File: src/rtl/cla_seq_adder.sv
// Sequential wide adder: feeds one nibble per clock through a 4-bit carry-lookahead slice.
// Optional signed-overflow output is enabled by defining CLA_SEQ_OVF_EN.
module cla_seq_adder #(
    parameter int unsigned NIBBLES = 4
) (
    input  logic                 clk,
    input  logic                 rst_n,
    input  logic                 start_i,
    input  logic [4*NIBBLES-1:0] a_i,
    input  logic [4*NIBBLES-1:0] b_i,
    input  logic                 cin_i,
    output logic                 busy_o,
    output logic                 done_o,
    output logic [4*NIBBLES-1:0] sum_o,
`ifdef CLA_SEQ_OVF_EN
    output logic                 ovf_o,
`endif
    output logic                 cout_o
);

    localparam int unsigned W    = 4 * NIBBLES;
    localparam int unsigned IdxW = (NIBBLES > 1) ? $clog2(NIBBLES) : 1;
    localparam logic [IdxW-1:0] IdxLast = IdxW'(NIBBLES - 1);

    typedef enum logic [1:0] {StIdle, StRun, StDone} state_e;

    state_e          state_q, state_d;
    logic [W-1:0]    op_a_q, op_a_d;
    logic [W-1:0]    op_b_q, op_b_d;
    logic [W-1:0]    acc_q, acc_d;
    logic [W-1:0]    sum_q, sum_d;
    logic [IdxW-1:0] idx_q, idx_d;
    logic            carry_q, carry_d;
    logic            cout_q, cout_d;

    // 4-bit carry-lookahead slice on the current low nibble
    logic [3:0] sl_p, sl_g, sl_c, sl_s;
    logic       sl_cout;
    logic [W-1:0] acc_shift;

    always_comb begin
        sl_p    = op_a_q[3:0] ^ op_b_q[3:0];
        sl_g    = op_a_q[3:0] & op_b_q[3:0];
        sl_c[0] = carry_q;
        sl_c[1] = sl_g[0] | (sl_p[0] & carry_q);
        sl_c[2] = sl_g[1] | (sl_p[1] & sl_g[0]) | (sl_p[1] & sl_p[0] & carry_q);
        sl_c[3] = sl_g[2] | (sl_p[2] & sl_g[1]) | (sl_p[2] & sl_p[1] & sl_g[0])
                | (sl_p[2] & sl_p[1] & sl_p[0] & carry_q);
        sl_cout = sl_g[3] | (sl_p[3] & sl_g[2]) | (sl_p[3] & sl_p[2] & sl_g[1])
                | (sl_p[3] & sl_p[2] & sl_p[1] & sl_g[0])
                | (sl_p[3] & sl_p[2] & sl_p[1] & sl_p[0] & carry_q);
        sl_s    = sl_p ^ sl_c;
    end

    // New nibble enters at the top; after NIBBLES shifts nibble 0 sits at the bottom
    assign acc_shift = W'({sl_s, acc_q} >> 4);

`ifdef CLA_SEQ_OVF_EN
    logic msb_a_q, msb_a_d;
    logic msb_b_q, msb_b_d;
    logic ovf_q, ovf_d;
`endif

    always_comb begin
        state_d = state_q;
        op_a_d  = op_a_q;
        op_b_d  = op_b_q;
        acc_d   = acc_q;
        sum_d   = sum_q;
        idx_d   = idx_q;
        carry_d = carry_q;
        cout_d  = cout_q;
`ifdef CLA_SEQ_OVF_EN
        msb_a_d = msb_a_q;
        msb_b_d = msb_b_q;
        ovf_d   = ovf_q;
`endif
        unique case (state_q)
            StIdle: begin
                if (start_i) begin
                    op_a_d  = a_i;
                    op_b_d  = b_i;
                    carry_d = cin_i;
                    idx_d   = '0;
                    state_d = StRun;
`ifdef CLA_SEQ_OVF_EN
                    msb_a_d = a_i[W-1];
                    msb_b_d = b_i[W-1];
`endif
                end
            end
            StRun: begin
                acc_d   = acc_shift;
                op_a_d  = op_a_q >> 4;
                op_b_d  = op_b_q >> 4;
                carry_d = sl_cout;
                idx_d   = idx_q + IdxW'(1);
                if (idx_q == IdxLast) begin
                    sum_d   = acc_shift;
                    cout_d  = sl_cout;
                    state_d = StDone;
`ifdef CLA_SEQ_OVF_EN
                    ovf_d   = (msb_a_q == msb_b_q) && (acc_shift[W-1] != msb_a_q);
`endif
                end
            end
            StDone:  state_d = StIdle;
            default: state_d = StIdle;
        endcase
    end

    always_ff @(posedge clk or negedge rst_n) begin
        if (!rst_n) begin
            state_q <= StIdle;
            op_a_q  <= '0;
            op_b_q  <= '0;
            acc_q   <= '0;
            sum_q   <= '0;
            idx_q   <= '0;
            carry_q <= 1'b0;
            cout_q  <= 1'b0;
        end else begin
            state_q <= state_d;
            op_a_q  <= op_a_d;
            op_b_q  <= op_b_d;
            acc_q   <= acc_d;
            sum_q   <= sum_d;
            idx_q   <= idx_d;
            carry_q <= carry_d;
            cout_q  <= cout_d;
        end
    end

`ifdef CLA_SEQ_OVF_EN
    always_ff @(posedge clk or negedge rst_n) begin
        if (!rst_n) begin
            msb_a_q <= 1'b0;
            msb_b_q <= 1'b0;
            ovf_q   <= 1'b0;
        end else begin
            msb_a_q <= msb_a_d;
            msb_b_q <= msb_b_d;
            ovf_q   <= ovf_d;
        end
    end

    assign ovf_o = ovf_q;
`endif

    assign busy_o = (state_q != StIdle);
    assign done_o = (state_q == StDone);
    assign sum_o  = sum_q;
    assign cout_o = cout_q;

endmodule

File: config.mk
export PLATFORM = sky130hd
export DESIGN_NAME = cla_seq_adder
export DESIGN_NICKNAME = d
export VERILOG_FILES = /design/src/rtl/cla_seq_adder.sv
export SDC_FILE = /design/constraint.sdc
export NUM_CORES = 1
export LEC_CHECK = 0
export BUFFER_PORTS_ARGS = -buffer_cell sky130_fd_sc_hd__buf_4
export CORE_AREA = 8 8 104 106
export CTS_CLUSTER_SIZE = 12
export DETAILED_ROUTE_END_ITERATION = 10
export DIE_AREA = 0 0 112 114
export GPL_TIMING_DRIVEN = 1
export MAX_ROUTING_LAYER = met4
export SYNTH_ARGS = -nofsm -noshare
export SYNTH_HDL_FRONTEND = slang
export SYNTH_SLANG_ARGS = --single-unit
File: constraint.sdc
create_clock -name clk -period 3.6 [get_ports clk]
set_input_delay 0.36 -clock clk [delete_from_list [all_inputs] [get_ports clk]]
set_output_delay 0.36 -clock clk [all_outputs]
set_load 0.005 [all_outputs]
## After elaboration in Yosys (flattened, before gate mapping)

Index checks and enable logic that the tools add are counted.
Widths: inputs -> output; s select.

| cells by class | value |
|---|---|
| $add $sub $neg | 1 |
| equality and inequality tests | 5 |
| multiplexer cells | 11 |
| bitwise logic cells | 29 |
| reductions and logical operators | 6 |

Operators with widths:

| cell | count |
|---|---|
| $pmux 16 s2 | 2 |
| $mux 16 | 2 |
| $and 1x1->1 | 16 |
| $or 1x1->1 | 10 |
| $pmux 2 s2 | 2 |
| $xor 4x4->4 | 2 |
| $mux 2 | 3 |
| $reduce_and 2->1 | 3 |
| $and 4x4->4 | 1 |
| $eq 2x2->1 const B | 2 |
| $ne 2x2->1 const B | 2 |
| $reduce_bool 2->1 | 2 |
| $add 2x1->2 const B | 1 |
| $eq 2x1->1 const B | 1 |
| $logic_not 2->1 | 1 |
| $pmux 1 s2 | 1 |
| $mux 1 | 1 |

| storage, ports and cells | value |
|---|---|
| register bits after elaboration | 70 |
| bits of input ports | 36 |
| word-level logic and storage cells | 60 |

## Depth between registers and ports, before layout

| logic depth | value |
|---|---|
| depth in word-level cells | 7 |
| depth in mapped cells | 6 |
| gate-level depth less buffers | 4 |

## Worst setup path after synthesis

OpenSTA, ideal clock, no wires.

| timing path | value |
|---|---|
| path type | reg-to-output |
| from | register state_q[0] |
| to | output port busy_o |
| data arrival time | 1.097 ns |
| data required time | 3.240 ns |
| slack | 2.143 ns |
| stages on the path, launching flop included | 5 |
| cell sequence | dfrtp_1 buf_4 buf_2 clkbuf_1 or2_2 |

| on the way | value |
|---|---|
| word-level cells in the longest chain between the ends | 1 |

Ends and longest elaborated chain:

| element | line | RTL |
|---|---|---|
| from (decl) | 27 | `state_e state_q, state_d;` |
| from (signal assigned) | 114 | `state_q <= StIdle;` |
| from (signal assigned) | 123 | `state_q <= state_d;` |
| $reduce_bool 2->1 | 150 | `assign busy_o = (state_q != StIdle);` |
| to (decl) | 12 | `output logic busy_o,` |

No other way between the ends.

## Worst setup path in the final report

| timing path | value |
|---|---|
| from | register state_q[0] |
| to | register idx_q[0] |

| on the way | value |
|---|---|
| word-level cells in the longest chain between the ends | 3 |
| elaborated cells on any way between the ends | 6 |
| classes of those cells | 2 x eq/ne; 1 x mux; 3 x reduce/logical |

Ends and longest elaborated chain:

| element | line | RTL |
|---|---|---|
| $eq 2x1->1 or $logic_not 2->1 (tied branches) | 78 | `unique case (state_q)` |
| $reduce_bool 2->1 (no source line) or $ne 2x2->1 (tied branches) | n/a |  |
| $reduce_and 2->1 (no source line) | n/a |  |
| to (signal assigned) | 128 | `idx_q <= idx_d;` |
| to (decl) | 32 | `logic [IdxW-1:0] idx_q, idx_d;` |

Parallel ways exist; a longest one is shown, timed or not.
A chain may end at the register's enable or synchronous reset.

==> impl_metrics.env <==
export IMPL_die_w_um=112
export IMPL_max_clock_freq_ghz=0.4933
export IMPL_grtUsageTotal_pct=11.37
export IMPL_io_pins=55
export IMPL_slew_headroom_pct=29.72
export IMPL_crit_buf_inv=1
export IMPL_portBuffers=54
export IMPL_clockRootBuffer="clkbuf_8"
export IMPL_start_kind="register"
export IMPL_cts_resized=0
export IMPL_leakagePower_nw=1.854
export IMPL_cellInternalPower_mw=1.972
export IMPL_holdBufCountCts=0
export IMPL_finalNonFillerCells=456
export IMPL_yosys_warnings=0
export IMPL_worst_slew_pin_slew_ns=1.054
export IMPL_clk_insertion_delay_late_ns=0.35
export IMPL_final_net_count=382
export IMPL_clk_path_buf_depth=2
export IMPL_clkPwrFrac_pct=17.9
export IMPL_min_period_over_period_pct=56.31
export IMPL_gp_congestion=0.7107
export IMPL_htreeDepth=3
export IMPL_p_switching_mw=1.060
export IMPL_crit_path_top_delay_cell="o21bai_2"
export IMPL_wirelength_um=6728
export IMPL_num_antenna_cells=0
export IMPL_die_area_sq_mm=0.01277
export IMPL_ys_seq_elements=66
export IMPL_powerDensity_mw_per_mm2=809.0
export IMPL_hpwl_um=4405
export IMPL_cts_buffers=9
export IMPL_seq_power_share_pct=42.5
export IMPL_slew_violations=0
export IMPL_power_total_mw=3.032
export IMPL_vias_per_cell=4.879
export IMPL_dp_cells=440
export IMPL_p_comb_share_pct=39.6
export IMPL_path_cells="buf_4 -> o21bai_2 -> nand2_1 -> o21ai_0"
export IMPL_synth_cell_types=35
export IMPL_ant_nets=0
export IMPL_core_sq_mm=0.009109
export IMPL_netlist_area_sq_mm=0.003151
export IMPL_cp_arrival_ns=2.28
export IMPL_r2r_end="idx_q[0]"
export IMPL_rr_worst_depth=4
export IMPL_fp_dieH_um=114
export IMPL_status="complete, no violations"
export IMPL_async_flop_share_pct=100.0
export IMPL_drt_iter0_markers=136
export IMPL_cap_violations=0
export IMPL_drive_gt1_share_pct=27.25
export IMPL_cpLargestDelayFamily="compound AO/OA/AOI/OAI gates"
export IMPL_grt_pass1_vias=2324
export IMPL_initial_core_util_pct=34.59
export IMPL_critical_path_class="reg2reg"
export IMPL_critPathMaxStageDelay_ns=0.85
export IMPL_cts_setup_buffers=0
export IMPL_nFillCells=918
export IMPL_rsz0062_at_grt="no"
export IMPL_area_growth_pct=18.94
export IMPL_reg2reg_from="state_q[0]"
export IMPL_switching_share_pct=34.96
export IMPL_ir_worst_vdd_uv=230.1
export IMPL_wl_per_cell_um=14.75
export IMPL_antenna_found_initial=0
export IMPL_finClkSkew_ns=0.009124
export IMPL_r2r_setup_slack_ns=1.57
export IMPL_seq_area_frac_synth_pct=52.42
export IMPL_cts_sinks=66
export IMPL_worst_endpoint_required_ns=3.85
export IMPL_hold_path_class="in2async"
export IMPL_dr_pass1_iters=4
export IMPL_finalHoldViolations=0
export IMPL_syn_inst=294
export IMPL_grt_ovfl_total=0
export IMPL_vias=2225
export IMPL_cts_tree="done"
export IMPL_rows=35
export IMPL_clkTransAtPathRegs_ns=0.07
export IMPL_crit_path_end_kind="register"
export IMPL_finalSetupTns_ns=0
export IMPL_crit_path_max_fanout=29
export IMPL_synth_ff_type="dfrtp_1"
export IMPL_synth_edff_count=0
export IMPL_finalCriticalPeriod_ns=2.027
export IMPL_setup_viol=0
export IMPL_grt_pass1_wl_um=11340
export IMPL_grt_max_degree=67
export IMPL_synth_nets=336
export IMPL_remaining_drc_errors=0
export IMPL_cp_depth=4
export IMPL_syn_area_per_cell_sq_um=10.72
synth_stat cells (2+ instances only):
master	count	area share (%)
nor2_1	2	0.24
inv_1	7	0.83
and3b_1	23	6.4
buf_6	4	1.4
buf_2	5	0.79
nor2b_1	11	2.2
a21oi_1	32	5.1
o31ai_1	4	0.95
nand2_1	43	5.1
clkbuf_1	9	1.1
dfrtp_1	66	52
mux2_4	11	5.2
o21ai_0	39	6.2
buf_4	4	0.95
mux2_2	9	3.2
ha_1	5	2.0
a211oi_1	2	0.48
worst register-to-register path, stage by stage (launching register included):
cell and delay [ns]:
dfrtp_1 0.54, buf_4 0.30, o21bai_2 0.86, nand2_1 0.13, o21ai_0 0.11
cells in the final DEF, fill, tap and decap left out, types with 2 or more instances in the layout:
master     n
o21ai_0   39
clkinv_2   3
o31ai_1    4
ha_1       5
mux2_4    11
inv_1      7
clkbuf_1   3
dfrtp_1   66
mux2_2     9
a211oi_1   2
clkbuf_8  10
nor2b_1   11
and3b_1   23
a21oi_1   32
nor2_1     2
buf_4     57
nand2_1   43
layer usage:
layer	track usage, %	share of wire [%]	vias to the layer above
li1	-	-	1110
met1	14.52	50	1051
met4	3.237	1.1	0
met3	5.071	6.3	6
met2	15.87	43	58
met5	-	0	-
area by class of cell:
cell class / count / area, sq um / share of cell area, %
Clock inverter: 3 / 15.01 / 0.4007
Clock buffer: 13 / 148.9 / 3.973
Tap cell: 111 / 138.9 / 3.706
Inverter: 7 / 26.28 / 0.7012
Timing Repair Buffer: 57 / 427.9 / 11.42
Sequential cell: 66 / 1652 / 44.07
Multi-Input combinational cell: 199 / 1339 / 35.73
logic make-up after synthesis:
family | count (synthesis) | synth area share (%)
buffers and inverters | 29 | 5.083
adders and majority gates | 6 | 2.621
AOI/OAI and AO/OA | 86 | 15.29
DFF | 66 | 52.42
muxes | 20 | 8.459
xor gates and xnor gates | 1 | 0.2780
and+or+nand+nor | 86 | 15.85
flip-flops by register name, indices dropped and copies added (netlist names):
signal and cells:
op_a_q 16, sum_o 16, op_b_q 16, state_q 2, cout_o 1, carry_q 1, acc_q 12, idx_q 2
power groups by stage:
| stage | Clock (mW) | Sequential [mW] | Combinational, mW |
|---|---|---|---|
| after floorplan | 0 | 1.24 | 0.920 |
| after global placement | 0 | 1.29 | 1.18 |
| after detailed placement | 0 | 1.30 | 1.22 |
| after CTS | 0.558 | 1.29 | 1.22 |
| after global routing | 0.595 | 1.33 | 1.35 |
| final | 0.543 | 1.29 | 1.20 |
how the worst max path moves through the flow:
stage                     startpoint    endpoint  slack, ns
final                     state_q[0]    idx_q[0]       1.57
after global routing      state_q[0]   op_a_q[2]       1.35
after CTS                 state_q[0]  op_a_q[10]       1.56
after detailed placement  state_q[0]   op_b_q[8]       1.59
after global placement    state_q[0]    idx_q[0]       1.64
after floorplan           state_q[0]      busy_o       2.14
stage by stage:
step	hold slack, ns	util (%)	worst slack (ns)	area [sq um]
finish	0.1161	41.14	1.573	3747
global route	0.1819	41.14	1.348	3747
CTS	0.1522	41.14	1.557	3747
detailed placement	0.4708	39.34	1.593	3583
global placement	0.4615	39.34	1.640	3583
floorplan	0.06441	-	2.143	3151
Note: power is estimated with default switching activity, not from simulation.
